==> src/rtl/pipe_skid_stage_pkg.sv <==
// Shared pipeline-register definitions: exception codes and the skid-stage occupancy encoding.
package pipe_skid_stage_pkg;

   localparam int unsigned EXC_W_DEFAULT = 5;
   localparam logic [EXC_W_DEFAULT-1:0] EC_NONE = '0;

   // Encoding matches the occupancy count so it can drive the port directly.
   typedef enum logic [1:0] {
      OccEmpty = 2'd0,
      OccOne   = 2'd1,
      OccFull  = 2'd2
   } occ_e;

endpackage

==> src/rtl/pipe_skid_stage.sv <==
// Two-entry valid/ready pipeline register with a skid buffer, so in_ready is fully registered.
// Empty entries present a NOP bubble (all-zero payload, EC_NONE).
module pipe_skid_stage
   import pipe_skid_stage_pkg::*;
#(
   parameter int unsigned DATA_W = 128,
   parameter int unsigned EXC_W  = EXC_W_DEFAULT,
   parameter int unsigned ADDR_W = 32
) (
   input  logic              clk,
   input  logic              rst,
   input  logic              flush,
   input  logic              in_valid,
   output logic              in_ready,
   input  logic [DATA_W-1:0] in_data,
   input  logic [EXC_W-1:0]  in_exc,
   input  logic [ADDR_W-1:0] in_epc,
   input  logic [ADDR_W-1:0] in_badvaddr,
   output logic              out_valid,
   input  logic              out_ready,
   output logic [DATA_W-1:0] out_data,
   output logic [EXC_W-1:0]  out_exc,
   output logic [ADDR_W-1:0] out_epc,
   output logic [ADDR_W-1:0] out_badvaddr,
   output logic [1:0]        occupancy
);

   localparam int unsigned EntryW = DATA_W + EXC_W + 2 * ADDR_W;
   localparam logic [EntryW-1:0] BubbleEntry =
      {{DATA_W{1'b0}}, EXC_W'(EC_NONE), {(2 * ADDR_W){1'b0}}};

   logic [EntryW-1:0] in_entry;
   logic [EntryW-1:0] main_d, main_q;
   logic [EntryW-1:0] skid_d, skid_q;
   logic              main_valid_d, main_valid_q;
   logic              skid_valid_d, skid_valid_q;
   logic              in_fire, out_fire;
   occ_e              state;

   assign in_entry = {in_data, in_exc, in_epc, in_badvaddr};

   // State is derived from the two valid bits; skid is only ever valid while main is.
   always_comb begin
      state = OccEmpty;
      case ({skid_valid_q, main_valid_q})
         2'b00:   state = OccEmpty;
         2'b01:   state = OccOne;
         2'b11:   state = OccFull;
         default: state = OccEmpty;
      endcase
   end

   assign in_ready  = (state != OccFull);
   assign in_fire   = in_valid & in_ready;
   assign out_fire  = main_valid_q & out_ready;

   always_comb begin
      main_d       = main_q;
      skid_d       = skid_q;
      main_valid_d = main_valid_q;
      skid_valid_d = skid_valid_q;

      if (flush) begin
         main_d       = BubbleEntry;
         skid_d       = BubbleEntry;
         main_valid_d = 1'b0;
         skid_valid_d = 1'b0;
      end else begin
         case (state)
            OccEmpty: begin
               if (in_fire) begin
                  main_d       = in_entry;
                  main_valid_d = 1'b1;
               end
            end
            OccOne: begin
               if (in_fire && out_fire) begin
                  main_d = in_entry;
               end else if (in_fire) begin
                  skid_d       = in_entry;
                  skid_valid_d = 1'b1;
               end else if (out_fire) begin
                  main_d       = BubbleEntry;
                  main_valid_d = 1'b0;
               end
            end
            OccFull: begin
               // in_ready is low here, so only the drain side can move.
               if (out_fire) begin
                  main_d       = skid_q;
                  skid_d       = BubbleEntry;
                  skid_valid_d = 1'b0;
               end
            end
            default: ;
         endcase
      end
   end

   always_ff @(posedge clk) begin
      if (!rst) begin
         main_q       <= BubbleEntry;
         skid_q       <= BubbleEntry;
         main_valid_q <= 1'b0;
         skid_valid_q <= 1'b0;
      end else begin
         main_q       <= main_d;
         skid_q       <= skid_d;
         main_valid_q <= main_valid_d;
         skid_valid_q <= skid_valid_d;
      end
   end

   assign out_valid = main_valid_q;
   assign {out_data, out_exc, out_epc, out_badvaddr} = main_q;
   assign occupancy = state;

endmodule

==> config.mk <==
export PLATFORM = sky130hd
export DESIGN_NAME = pipe_skid_stage
export DESIGN_NICKNAME = d
export VERILOG_FILES = /design/src/rtl/pipe_skid_stage_pkg.sv /design/src/rtl/pipe_skid_stage.sv
export SDC_FILE = /design/constraint.sdc
export NUM_CORES = 1
export LEC_CHECK = 0
export ABC_AREA = 1
export BUFFER_PORTS_ARGS = -buffer_cell sky130_fd_sc_hd__buf_2
export CORE_MARGIN = 1
export CORE_UTILIZATION = 40
export DETAILED_ROUTE_END_ITERATION = 16
export GPL_ROUTABILITY_DRIVEN = 0
export SKIP_LAST_GASP = 1
export SLEW_MARGIN = 20
export SYNTH_ARGS = -nofsm -noshare
export SYNTH_HDL_FRONTEND = slang
export SYNTH_SLANG_ARGS = --single-unit
==> constraint.sdc <==
create_clock -name clk -period 1.65 [get_ports clk]
set_clock_uncertainty 0.2 [all_clocks]
set_input_delay 0.0825 -clock clk [delete_from_list [all_inputs] [get_ports clk]]
set_output_delay 0.0825 -clock clk [all_outputs]
set_load 0.05 [all_outputs]
After elaboration in Yosys (flattened, before gate mapping). Index checks and enable logic that the tools add are counted.

Bits in registers: 396. Output and inout bits: 201. Logic and storage cells: 45.

Equal/unequal tests: 13. Mux-type cells: 16. Bitwise operators: 3. Reductions and logical operators: 9.

Operators with widths (count): two-way mux 197 bit (6); one-hot mux 197 bit (3 select lines) (1); one-hot mux 197 bit (2 select lines) (1); != test 2 bit, second input constant (7); AND reduction 5 bit (2); != test 3 bit, second input constant (2); two-way mux 1 bit (5); equality test 2 x 1 -> 1 bit, second input constant (2); equality test 2 bit, second input constant (2); one-hot mux 1 bit (2 select lines) (2); one-hot mux 2 bit (2 select lines) (1); AND reduction 4 bit (1); nonzero test 2 bit (2); nonzero test 3 bit (1); AND 1 bit (2); logical NOT 2 bit (1); OR reduction 2 bit (1); logical AND 1 bit (1); inverter 1 bit (1).

Longest topological paths before layout. Gate-level depths: netlist of run 1.

Word-level depth: 7. Gate-level depth with buffers: 9.

Worst setup path before layout of run 1. OpenSTA, ideal clock, no wires.

Path kind: register -> register. From: register main_valid_q, in the netlist out_valid. To: register main_q[127]. Library setup time: 120 ps. Arrival: 1764 ps. Required time: 1330 ps. Setup slack: -434 ps. Cell stages (with the launch flop): 7. Cells stage by stage: dfxtp_1 > buf_6 > nand2_1 > clkbuf_1 > nor2_1 > nor2_1 > a21oi_1.

Longest elaborated chain between the ends: 7.

Ends and longest elaborated chain: start, declared (line pipe_skid_stage.sv:35) `logic main_valid_d, main_valid_q;`; start signal, assigned (line pipe_skid_stage.sv:109) `main_valid_q <= main_valid_d;`; equality test 2 bit or equality test 2 x 1 -> 1 bit (tied branches) (line pipe_skid_stage.sv:45) `case ({skid_valid_q, main_valid_q})`; one-hot mux 2 bit (2 select lines) (*) (line pipe_skid_stage.sv:45); != test 2 bit (*) (line pipe_skid_stage.sv:53) `assign in_ready = (state != OccFull);`; via in_ready (line pipe_skid_stage.sv:14) `output logic in_ready,`; AND 1 bit (*) (line pipe_skid_stage.sv:54) `assign in_fire = in_valid & in_ready;`; logical AND 1 bit (line pipe_skid_stage.sv:77) `if (in_fire && out_fire) begin`; != test 3 bit (no line) or two-way mux 197 bit (tied branches); AND reduction 5 bit (no line) or one-hot mux 197 bit (3 select lines) (tied branches); end signal, assigned (line pipe_skid_stage.sv:102) `main_q <= BubbleEntry;`; end signal, assigned (line pipe_skid_stage.sv:107) `main_q <= main_d;`; end, declared (line pipe_skid_stage.sv:33) `logic [EntryW-1:0] main_d, main_q;`.

Mark *: on every way through the listed nets, which the timed path passes. The rest lies on a longest branch. A chain may end at the register's enable or synchronous reset.

Worst setup path after layout of run 1.
From: register main_valid_q, in the netlist out_valid. To: register main_q[75].

Longest elaborated chain between the ends: 7.

Ends and longest elaborated chain (line): equality test 2 bit or equality test 2 x 1 -> 1 bit (tied branches) (pipe_skid_stage.sv:45); one-hot mux 2 bit (2 select lines) (pipe_skid_stage.sv:45); != test 2 bit (pipe_skid_stage.sv:53); AND 1 bit (pipe_skid_stage.sv:54); logical AND 1 bit (pipe_skid_stage.sv:77); != test 3 bit (no line) or two-way mux 197 bit (tied branches); AND reduction 5 bit (no line) or one-hot mux 197 bit (3 select lines) (tied branches).

Several ways; a longest one is shown, not always the timed one.

==> results of run 1 <==
-- logic make-up after synthesis --
| logic type | share of synthesized area |
|---|---|
| AOI/OAI and AO/OA | 0.180 |
| buffers and inverters | 0.0991 |
| and+or+nand+nor | 0.243 |
| DFF | 0.478 |
-- cell usage after synthesis, types with 3 or more instances --
cell type and number:
dfxtp_1 396, nand2_1 399, buf_2 81, nor2_1 395, buf_4 12, nand2_2 3
a21oi_1 396, buf_1 4, clkbuf_1 93, o21ai_0 193, inv_1 202, inv_2 4
o21ai_1 4, nand3_1 198
-- layout by cell type (no fill, tap or decap), drive strengths merged, types with 102 or more instances in the layout --
| cell type | n |
|---|---|
| a21oi | 396 |
| buf | 528 |
| clkbuf | 102 |
| dfxtp | 396 |
| dlygate4sd3 | 201 |
| inv | 205 |
| nand2 | 404 |
| nand3 | 199 |
| nor2 | 398 |
| o21ai | 198 |
-- area by class of cell --
cell class	instances	area, um2	share of cell area
clock inverter	10	156	0.00621
clock buffer	72	1410	0.0560
sequential	396	7940	0.315
timing repair buffer	759	6700	0.266
inverter	206	787	0.0313
multi-input combinational	1595	7530	0.299
tap	532	666	0.0264
antenna	1	2.50	0.0000994
-- worst max-delay path, cell delays in order, from the launching register on --
cell and delay [ns]:
dfxtp_4 0.35, buf_6 0.13, o21ai_4 0.20, clkinv_4 0.18
buf_4 0.19, buf_6 0.16, nor2_1 0.13, a21oi_1 0.09
-- power by group through the flow --
stage	clock network [mW]	logic (mW)	registers (mW)
final	10.5	4.16	10.0
after global placement	0	3.21	10.2
after floorplan	0	1.11	11.0
after CTS	10.7	3.66	9.98
after global routing	11.1	4.43	10.0
after detailed placement	0	3.23	10.2
-- sequential cells by signal (all words and copies together) (netlist names) --
signal,count
main_q,197
out_valid,1
skid_q,197
skid_valid_q,1
-- worst paths after layout --
kind | startpoint | end | slack (ns) | cells past startpoint
max | out_valid$_SDFFE_PP0P_ | main_q[75]$_SDFFE_PP0P_ | -0.1 | 7
min | in_epc[1] | main_q[33]$_SDFFE_PP0P_ | 0.12 | 4
max reg2reg | out_valid$_SDFFE_PP0P_ | main_q[75]$_SDFFE_PP0P_ | -0.1 | 7
min reg2reg | skid_q[89]$_SDFFE_PP0P_ | skid_q[89]$_SDFFE_PP0P_ | 0.26 | 2
-- what timing repair did --
action                     CTS  global route
pin swaps                    2             3
hold buffers               201             0
buffers inserted            10            12
resized for setup           19           203
gates cloned                 1            34
hold endpoints to repair   396             0
setup endpoints to repair   42           398
-- through the flow --
step	setup WS, ns	power, mW	cells	instance area [um2]	setup TNS, ns
after floorplan	-0.0291	12.1	2386	16600	-2.91
after global placement	0.0276	13.4	3231	20000	0
after detailed placement	-0.0319	13.4	3231	20000	-0.142
after CTS	-0.0842	24.3	3525	23700	-3.70
after global routing	-0.168	25.5	3570	25200	-31.92
final	-0.0966	24.7	3571	25200	-6.20
-- layer usage --
layer | GRT usage | share of wire | vias up
li1 | - | - | 8900
met2 | 0.428 | 0.48 | 737
met3 | 0.0391 | 0.058 | 157
met4 | 0.133 | 0.045 | 0
met5 | 0 | 0 | -
met1 | 0.335 | 0.42 | 8483
==> summary.txt, run 1 <==
vias: 18300
Worst-Margin Slew: 0.499 ns
Slew headroom: 0.668
HPWL Detailed: 34900 um
failing checks: setup timing
Routed WL: 61300 um
fin crit period: 1.75 ns
NetSw: 6.78 mW
Seq cells post-synth: 396
Final ANT Viol Nets: 0
fin nets: 3205
total grt overflow: 0
hold slack: 0.120 ns
cell area after synthesis: 0.0166 mm2
register area share after synthesis: 0.478
first-pass GRT wire length: 89700 um
count of cell types in the netlist: 20
maximum buffer depth of the clock tree: 3
DRC Markers: 0
fin crit share: 1.06
Critical Path AT: 1.99 ns
CTS tree: built
FP Rows: 74
DIE AREA: 0.0423 mm2
layout overhead on the synthesized area: 51.8%
Clock transition at path regs: 0.06 ns
CTS HTree Levels: 2
Logic pwr share: 0.169
Int Power: 17.9 mW
wire per inst: 17.2 um
Synth top area share: 0.478
Clock Sink Count: 396
PortBufs: 402
Initial Utilization: 0.406
antenna violations before repair: 0
core area: 0.0408 mm2
final number of hold-violating endpoints: 0
register share of total power: 0.405
Power per Cell Area: 980 mW/mm2
Worst Setup End Kind: register
clk root buf: clkbuf_16
Post-Syn Nets: 2588
drt first pass iters: 6
Post-synth ARST share: 0
RSZ-0062 raised after global routing: true
mean post-synth cell area: 6.95 um2
final setup fails: 259
Leak: 10.3 nW
status: complete, but fails checks
First DRT Iteration DRCs: 1390
num ports: 403
die width: 206 um
vias per cell: 5.12
share of layout cells above drive strength 1: 0.244
largest net degree at the start of global routing: 94
max-cap violation count: 0
Fill cells: 3491
max frequency: 573 MHz
Die Height: 206 um
CP Data Required Time: 1.90 ns
sw frac: 0.275
Slew Viols, Final: 0
clk_lat worst skew: 0.57 ns
crit path kind: register to register
Max VDD drop: 715 uV
Total GRT Usage: 0.262
Yosys warning count: 0
Post-synth EDFFs: 0
hold crit path type: input port to register
utilization after layout: 0.617
Setup WS post-layout: -0.0966 ns
CP Launch Type: register
total CTS buffers: 45
most area-consuming cells after synthesis: dfxtp_1 48%, a21oi_1 12%, nand2_1 9.0%, nor2_1 8.9%, nand3_1 6.0%
Clk pwr share: 0.426
Synth Instances: 2386
largest area contributor in the netlist: dfxtp_1
critical path fanouts, max: 21
top_reg_cell synth: dfxtp_1
vias in the first global route: 17300
Note: power is estimated with default switching activity, not from simulation.
==> inputs of run 2 (changes only) <==
Settings changed: CTS_BUF_LIST from default to sky130_fd_sc_hd__clkbuf_16.
==> run 2 against run 1 <==
Against the previous run: the flow still finishes with violations (setup timing); sequential power hardly changed; fmax is 0.82% higher; setup slack better by 0.014 ns; largest cell class unchanged; register-to-register slack hardly changed; largest power group is now registers.
==> summary.txt, run 2 (synthesis results as in run 1) <==
clk root buf: clkbuf_16
highest metal used: met4
WL met1: 26200 um (+1.8%)
Setup crit end: main_q[20]$_SDFFE_PP0P_
die width: 206 um (unchanged)
Worst-Margin Slew: 0.519 ns (+0.0209 ns)
Worst Setup SP: out_valid$_SDFFE_PP0P_
CTS tree: built
Routed WL: 61500 um (+0.32%)
drt first pass iters: 5 (-1)
maximum buffer depth of the clock tree: 3 (unchanged)
Diodes inserted: 0 (-1)
vias in the first global route: 17300 (+0.052%)
hold crit path type: input port to register
fin crit share: 1.05 (-0.00859)
CP Launch Type: register
FP Rows: 74 (unchanged)
vias: 18400 (+0.52%)
Multi-input gate area: 0.00726 mm2 (-3.6%)
final setup fails: 173 (-33%)
CTS HTree Levels: 2 (unchanged)
Leak: 10.2 nW (-1.2%)
worst r2r dst: main_q[20]$_SDFFE_PP0P_
DRC Markers: 0 (unchanged)
num ports: 403 (unchanged)
met2 routed WL: 29100 um (-0.40%)
Clock transition at path regs: 0.06 ns (about the same)
PortBufs: 402 (unchanged)
Worst path max stage delay: 0.35 ns (about the same)
kind of cell adding the most delay to the critical path: buffers and inverters
Worst Setup End Kind: register
Critical Path AT: 1.99 ns (about the same)
Fill cells: 3570 (+2.3%)
fin nets: 3206 (+0.031%)
wire per inst: 17.2 um (+0.32%)
final number of hold-violating endpoints: 0 (unchanged)
max-cap violation count: 0 (unchanged)
placed insts: 3231 (unchanged)
critical path fanouts, max: 9 (-57%)
max frequency: 577 MHz (+0.82%)
Slew Viols, Final: 0 (unchanged)
First DRT Iteration DRCs: 1488 (+7.1%)
clk_lat worst skew: 0.57 ns (about the same)
Initial Utilization: 0.406 (unchanged)
crit path kind: register to register
vias per cell: 5.14 (+0.52%)
Final ANT Viol Nets: 0 (unchanged)
Setup WS post-layout: -0.0824 ns (+0.0142 ns)
antenna violations before repair: 0 (unchanged)
status: complete, but fails checks
Final Non-Filler Cells: 3571 (unchanged)
DIE AREA: 0.0423 mm2 (unchanged)
core area: 0.0408 mm2 (unchanged)
Total GRT Usage: 0.262 (about the same)
first-pass GRT wire length: 89700 um (about the same)
most common cell after layout, fill and taps aside: buf_2
crit path cell chain: buf_6, nand2_4, o21ai_4, buf_12, clkbuf_16, clkbuf_16, o21ai_0, a21oi_1
CP Depth: 8 (+1)
R2R setup slack: -0.08 ns (about the same)
HPWL Detailed: 34900 um (unchanged)
share of layout cells above drive strength 1: 0.222 (-0.0221)
largest net degree at the start of global routing: 94 (unchanged)
total grt overflow: 0 (unchanged)
RSZ-0062 raised after global routing: true
CP max stage cell: dfxtp_4
FF-to-FF path depth: 8 (+1)
hold slack: 0.117 ns (-0.00317 ns)
Largest regs: main_q (197), skid_q (197)
CP Data Required Time: 1.90 ns (about the same)
Slew headroom: 0.654 (-0.0139)
most frequent cells in the layout: 399 x buf_2, 396 x nand2_1, 394 x dfxtp_1
Crit Reg-Reg Startpoint: out_valid$_SDFFE_PP0P_
register area: 0.00794 mm2 (unchanged)
Power per Cell Area: 969 mW/mm2 (-1.1%)
CP most frequent cell: clkbuf_16
failing checks: setup timing
Clock Sink Count: 396 (unchanged)
setup tns final: -3.22 ns (+2.98 ns)
critical path buffer and inverter count: 4 (unchanged)
Max VDD drop: 676 uV (-5.4%)
layout overhead on the synthesized area: 49.1%
WL met3: 3580 um (+0.25%)
total CTS buffers: 45 (unchanged)
Die Height: 206 um (unchanged)
fin crit period: 1.73 ns (-0.0142 ns)
[run 2: repair_timing]
action,CTS,global route
endpoints found under the setup margin,39,398
gates cloned,1,35
hold buffers,201,0
resized for setup,19,100
endpoints found under the hold margin,396,0
buffers inserted,10,11
pin swaps,2,2
[run 2: per-layer routing]
metal | up-vias | global-route usage
li1 | 8898 | -
met1 | 8587 | 0.333
met2 | 733 | 0.427
met3 | 154 | 0.0394
met4 | 0 | 0.137
met5 | - | 0
[run 2: final cells by class]
type,count,area share
clock buffer,48,0.0485
clock inverter,34,0.00996
inverter,206,0.0318
tap,532,0.0269
sequential,396,0.321
timing repair buffer,759,0.268
multi-input combinational,1595,0.293
timing repair inverter,1,0.000253
[run 2: power by group]
group | switching (mW) | internal, mW
Sequential | 0.162 | 9.83
Clock | 4.04 | 5.84
Combinational | 2.53 | 1.58
Total | 6.73 | 17.2
[run 2: stage by stage]
step                      area [um2]  power, mW  utilization  setup WS [ns]
after floorplan                16600       12.1            -        -0.0291
after global placement         20000       13.4        0.489         0.0276
after detailed placement       20000       13.4        0.489        -0.0319
after CTS                      23600       23.7        0.578        -0.0818
after global routing           24700       24.8        0.606         -0.142
final                          24700       24.0        0.606        -0.0824
[run 2: worst register-to-register path, cell delays in order, from the launching register on]
cell and delay [ns]:
dfxtp_4 0.35, buf_6 0.13, nand2_4 0.08, o21ai_4 0.09
buf_12 0.16, clkbuf_16 0.19, clkbuf_16 0.18, o21ai_0 0.19
a21oi_1 0.06
[run 2: how the worst min path moves through the flow]
stage                         start                       end  slack (ns)  cells after the start
global placement     in_badvaddr[6]    main_q[6]$_SDFFE_PP0P_        0.15                      3
finish               in_badvaddr[9]    main_q[9]$_SDFFE_PP0P_        0.12                      4
global route           in_data[127]  main_q[196]$_SDFFE_PP0P_        0.11                      4
detailed placement  in_badvaddr[13]   main_q[13]$_SDFFE_PP0P_        0.15                      3
floorplan               in_data[57]  main_q[126]$_SDFFE_PP0P_        0.03                      2
CTS                 in_badvaddr[13]   main_q[13]$_SDFFE_PP0P_        0.08                      4
==> inputs of run 3 (changes only) <==
Settings changed: BUFFER_PORTS_ARGS -buffer_cell sky130_fd_sc_hd__buf_2 to default, DONT_BUFFER_PORTS from default to 1, PLACE_DENSITY_LB_ADDON from default to 0.15.
==> run 3 against run 2 <==
Against the previous run: the flow still finishes with violations (setup timing); register-to-register slack got worse by 0.06 ns; non-clock buffer count fell by 184; first-iteration DRC count down 6.5%; sequential power barely moved; routed wire length about the same; global-route usage grew 0.37 points; critical path depth up 2; critical endpoint is now skid_q[160]$_SDFFE_PP0P_; largest cell class unchanged.
==> summary.txt, run 3 (synthesis results as in run 1) <==
Fill cells: 3565 (-0.14%)
First DRT Iteration DRCs: 1391 (-6.5%)
cell area after layout: 0.0249 mm2 (+0.67%)
DIE AREA: 0.0423 mm2 (unchanged)
hold crit path type: input port to register
CTS tree: built
Clk pwr share: 0.403 (-0.009)
Critical Path AT: 2.02 ns (+0.03 ns)
Clock Sink Count: 396 (unchanged)
setup tns final: -12.96 ns (-9.73 ns)
Routed WL: 61500 um (about the same)
FF-to-FF path depth: 10 (+2)
fin crit share: 1.08 (+0.0335)
placed insts: 3025 (-6.4%)
fin nets: 3018 (-5.9%)
most common cell after layout, fill and taps aside: dfxtp_1
crit path kind: register to register
Logic pwr share: 0.175 (+0.004)
Setup WS post-layout: -0.138 ns (-0.0553 ns)
CTS HTree Levels: 2 (unchanged)
clk root buf: clkbuf_16
Die Height: 206 um (unchanged)
drt first pass iters: 6 (+1)
Worst Setup End Kind: register
critical path fanouts, max: 7 (-2)
DP Area: 0.0194 mm2 (-2.7%)
total grt overflow: 0 (unchanged)
core area: 0.0408 mm2 (unchanged)
sw frac: 0.282 (+0.00158)
Initial Utilization: 0.406 (unchanged)
die width: 206 um (unchanged)
share of layout cells above drive strength 1: 0.190 (-0.0321)
layout overhead on the synthesized area: 50.1%
Total GRT Usage: 0.265 (+0.00366)
vias in the first global route: 16400 (-4.9%)
min-delay src: in_data[57]
register share of total power: 0.422 (+0.005)
CP Data Required Time: 1.88 ns (-0.02 ns)
CP Launch Type: register
final number of hold-violating endpoints: 0 (unchanged)
R2R setup slack: -0.14 ns (-0.06 ns)
Power per Cell Area: 951 mW/mm2 (-1.9%)
Clock transition at path regs: 0.06 ns (about the same)
max frequency: 559 MHz (-3.1%)
Final ANT Viol Nets: 0 (unchanged)
Slew headroom: 0.653 (-0.000729)
worst r2r dst: skid_q[160]$_SDFFE_PP0P_
Crit Reg-Reg Startpoint: out_valid$_SDFFE_PP0P_
first-pass GRT wire length: 89400 um (-0.30%)
max-cap violation count: 0 (unchanged)
largest net degree at the start of global routing: 85 (-9.6%)
clk_lat worst skew: 0.56 ns (about the same)
RSZ-0062 raised after global routing: true
status: complete, but fails checks
Largest regs: main_q (197), skid_q (197)
final setup fails: 296 (+71%)
Hold Path Cell Cnt: 3 (-1)
DRC Markers: 0 (unchanged)
Max VDD drop: 632 uV (-6.5%)
most frequent cells in the layout: 394 x dfxtp_1, 392 x nor2_1, 362 x nand2_1
vias: 17800 (-3.1%)
NetSw: 6.69 mW (-0.64%)
PortBufs: 0 (-100%)
Worst-Margin Slew: 0.521 ns (+0.00109 ns)
FP Rows: 74 (unchanged)
Slew Viols, Final: 0 (unchanged)
maximum buffer depth of the clock tree: 3 (unchanged)
num ports: 403 (unchanged)
fin crit period: 1.79 ns (+0.0553 ns)
failing checks: setup timing
Int Power: 17.0 mW (-1.4%)
wire per inst: 18.2 um (+5.6%)
hold path endpoint: main_q[126]$_SDFFE_PP0P_
total CTS buffers: 44 (-2.2%)
Multi-input gate area: 0.00754 mm2 (+3.8%)
antenna violations before repair: 3 (+3)
register area: 0.00794 mm2 (unchanged)
Leak: 9.67 nW (-5.1%)
HPWL Detailed: 34600 um (-0.79%)
utilization after layout: 0.610 (+0.00404)
Final Non-Filler Cells: 3382 (-5.3%)
vias per cell: 5.26 (+2.3%)
==> run 3: per-stage QoR <==
stage               hold WS [ns]  setup slack (ns)  power [mW]
floorplan                 0.0280           -0.0291        12.1
global placement          0.0308           -0.0262        13.2
detailed placement        0.0341           -0.0320        13.2
CTS                       0.0137            -0.146        23.5
global route              0.0441            -0.181        24.5
finish                    0.0514            -0.138        23.7
==> run 3: final cells by class <==
cell class	count	area share
Sequential cell	396	0.319
Antenna cell	3	0.000301
Tap cell	532	0.0267
Clock buffer	45	0.0452
Timing Repair Buffer	575	0.265
Multi-Input combinational cell	1593	0.303
Clock inverter	32	0.00954
Inverter	206	0.0324
==> run 3: routing by layer <==
metal | share of wire | track usage
met5 | 0 | 0
met4 | 0.030 | 0.107
met3 | 0.073 | 0.0447
met2 | 0.47 | 0.439
met1 | 0.42 | 0.342
==> run 3: repair_timing <==
item                       CTS  global route
cloned                      14            26
resized for setup           39           173
setup endpoints to repair   78           399
pin swaps                    7            19
hold endpoints to repair   396             0
hold buffers               201             0
buffers inserted            20            19
==> run 3: worst max path at each step <==
stage / start / endpoint / slack [ns]
6_report: out_valid$_SDFFE_PP0P_ / skid_q[160]$_SDFFE_PP0P_ / -0.14
4_1_cts: skid_valid_q$_SDFFE_PP0P_ / occupancy[1] / -0.15
3_3_place_gp: out_valid$_SDFFE_PP0P_ / main_q[69]$_SDFFE_PP0P_ / -0.03
3_5_place_dp: out_valid$_SDFFE_PP0P_ / main_q[90]$_SDFFE_PP0P_ / -0.03
2_1_floorplan: out_valid$_SDFFE_PP0P_ / skid_q[66]$_SDFFE_PP0P_ / -0.03
5_1_grt: out_valid$_SDFFE_PP0P_ / skid_q[186]$_SDFFE_PP0P_ / -0.18
==> run 3: power by group through the flow <==
stage | clock network, mW | registers (mW) | logic, mW
finish | 9.55 | 10.0 | 4.14
detailed placement | 0 | 10.2 | 3.02
global placement | 0 | 10.2 | 3.00
CTS | 9.73 | 9.99 | 3.76
floorplan | 0 | 11.0 | 1.11
global route | 10.1 | 10.0 | 4.38
==> run 3: critical path: stages, from the launching register on <==
cell and delay (ns):
dfxtp_4 0.36, buf_6 0.14, nand2_8 0.07, inv_4 0.04, nand2_4 0.10, nand3_4 0.15
buf_12 0.19, buf_12 0.13, clkbuf_16 0.15, nand2_1 0.05, a21oi_1 0.06
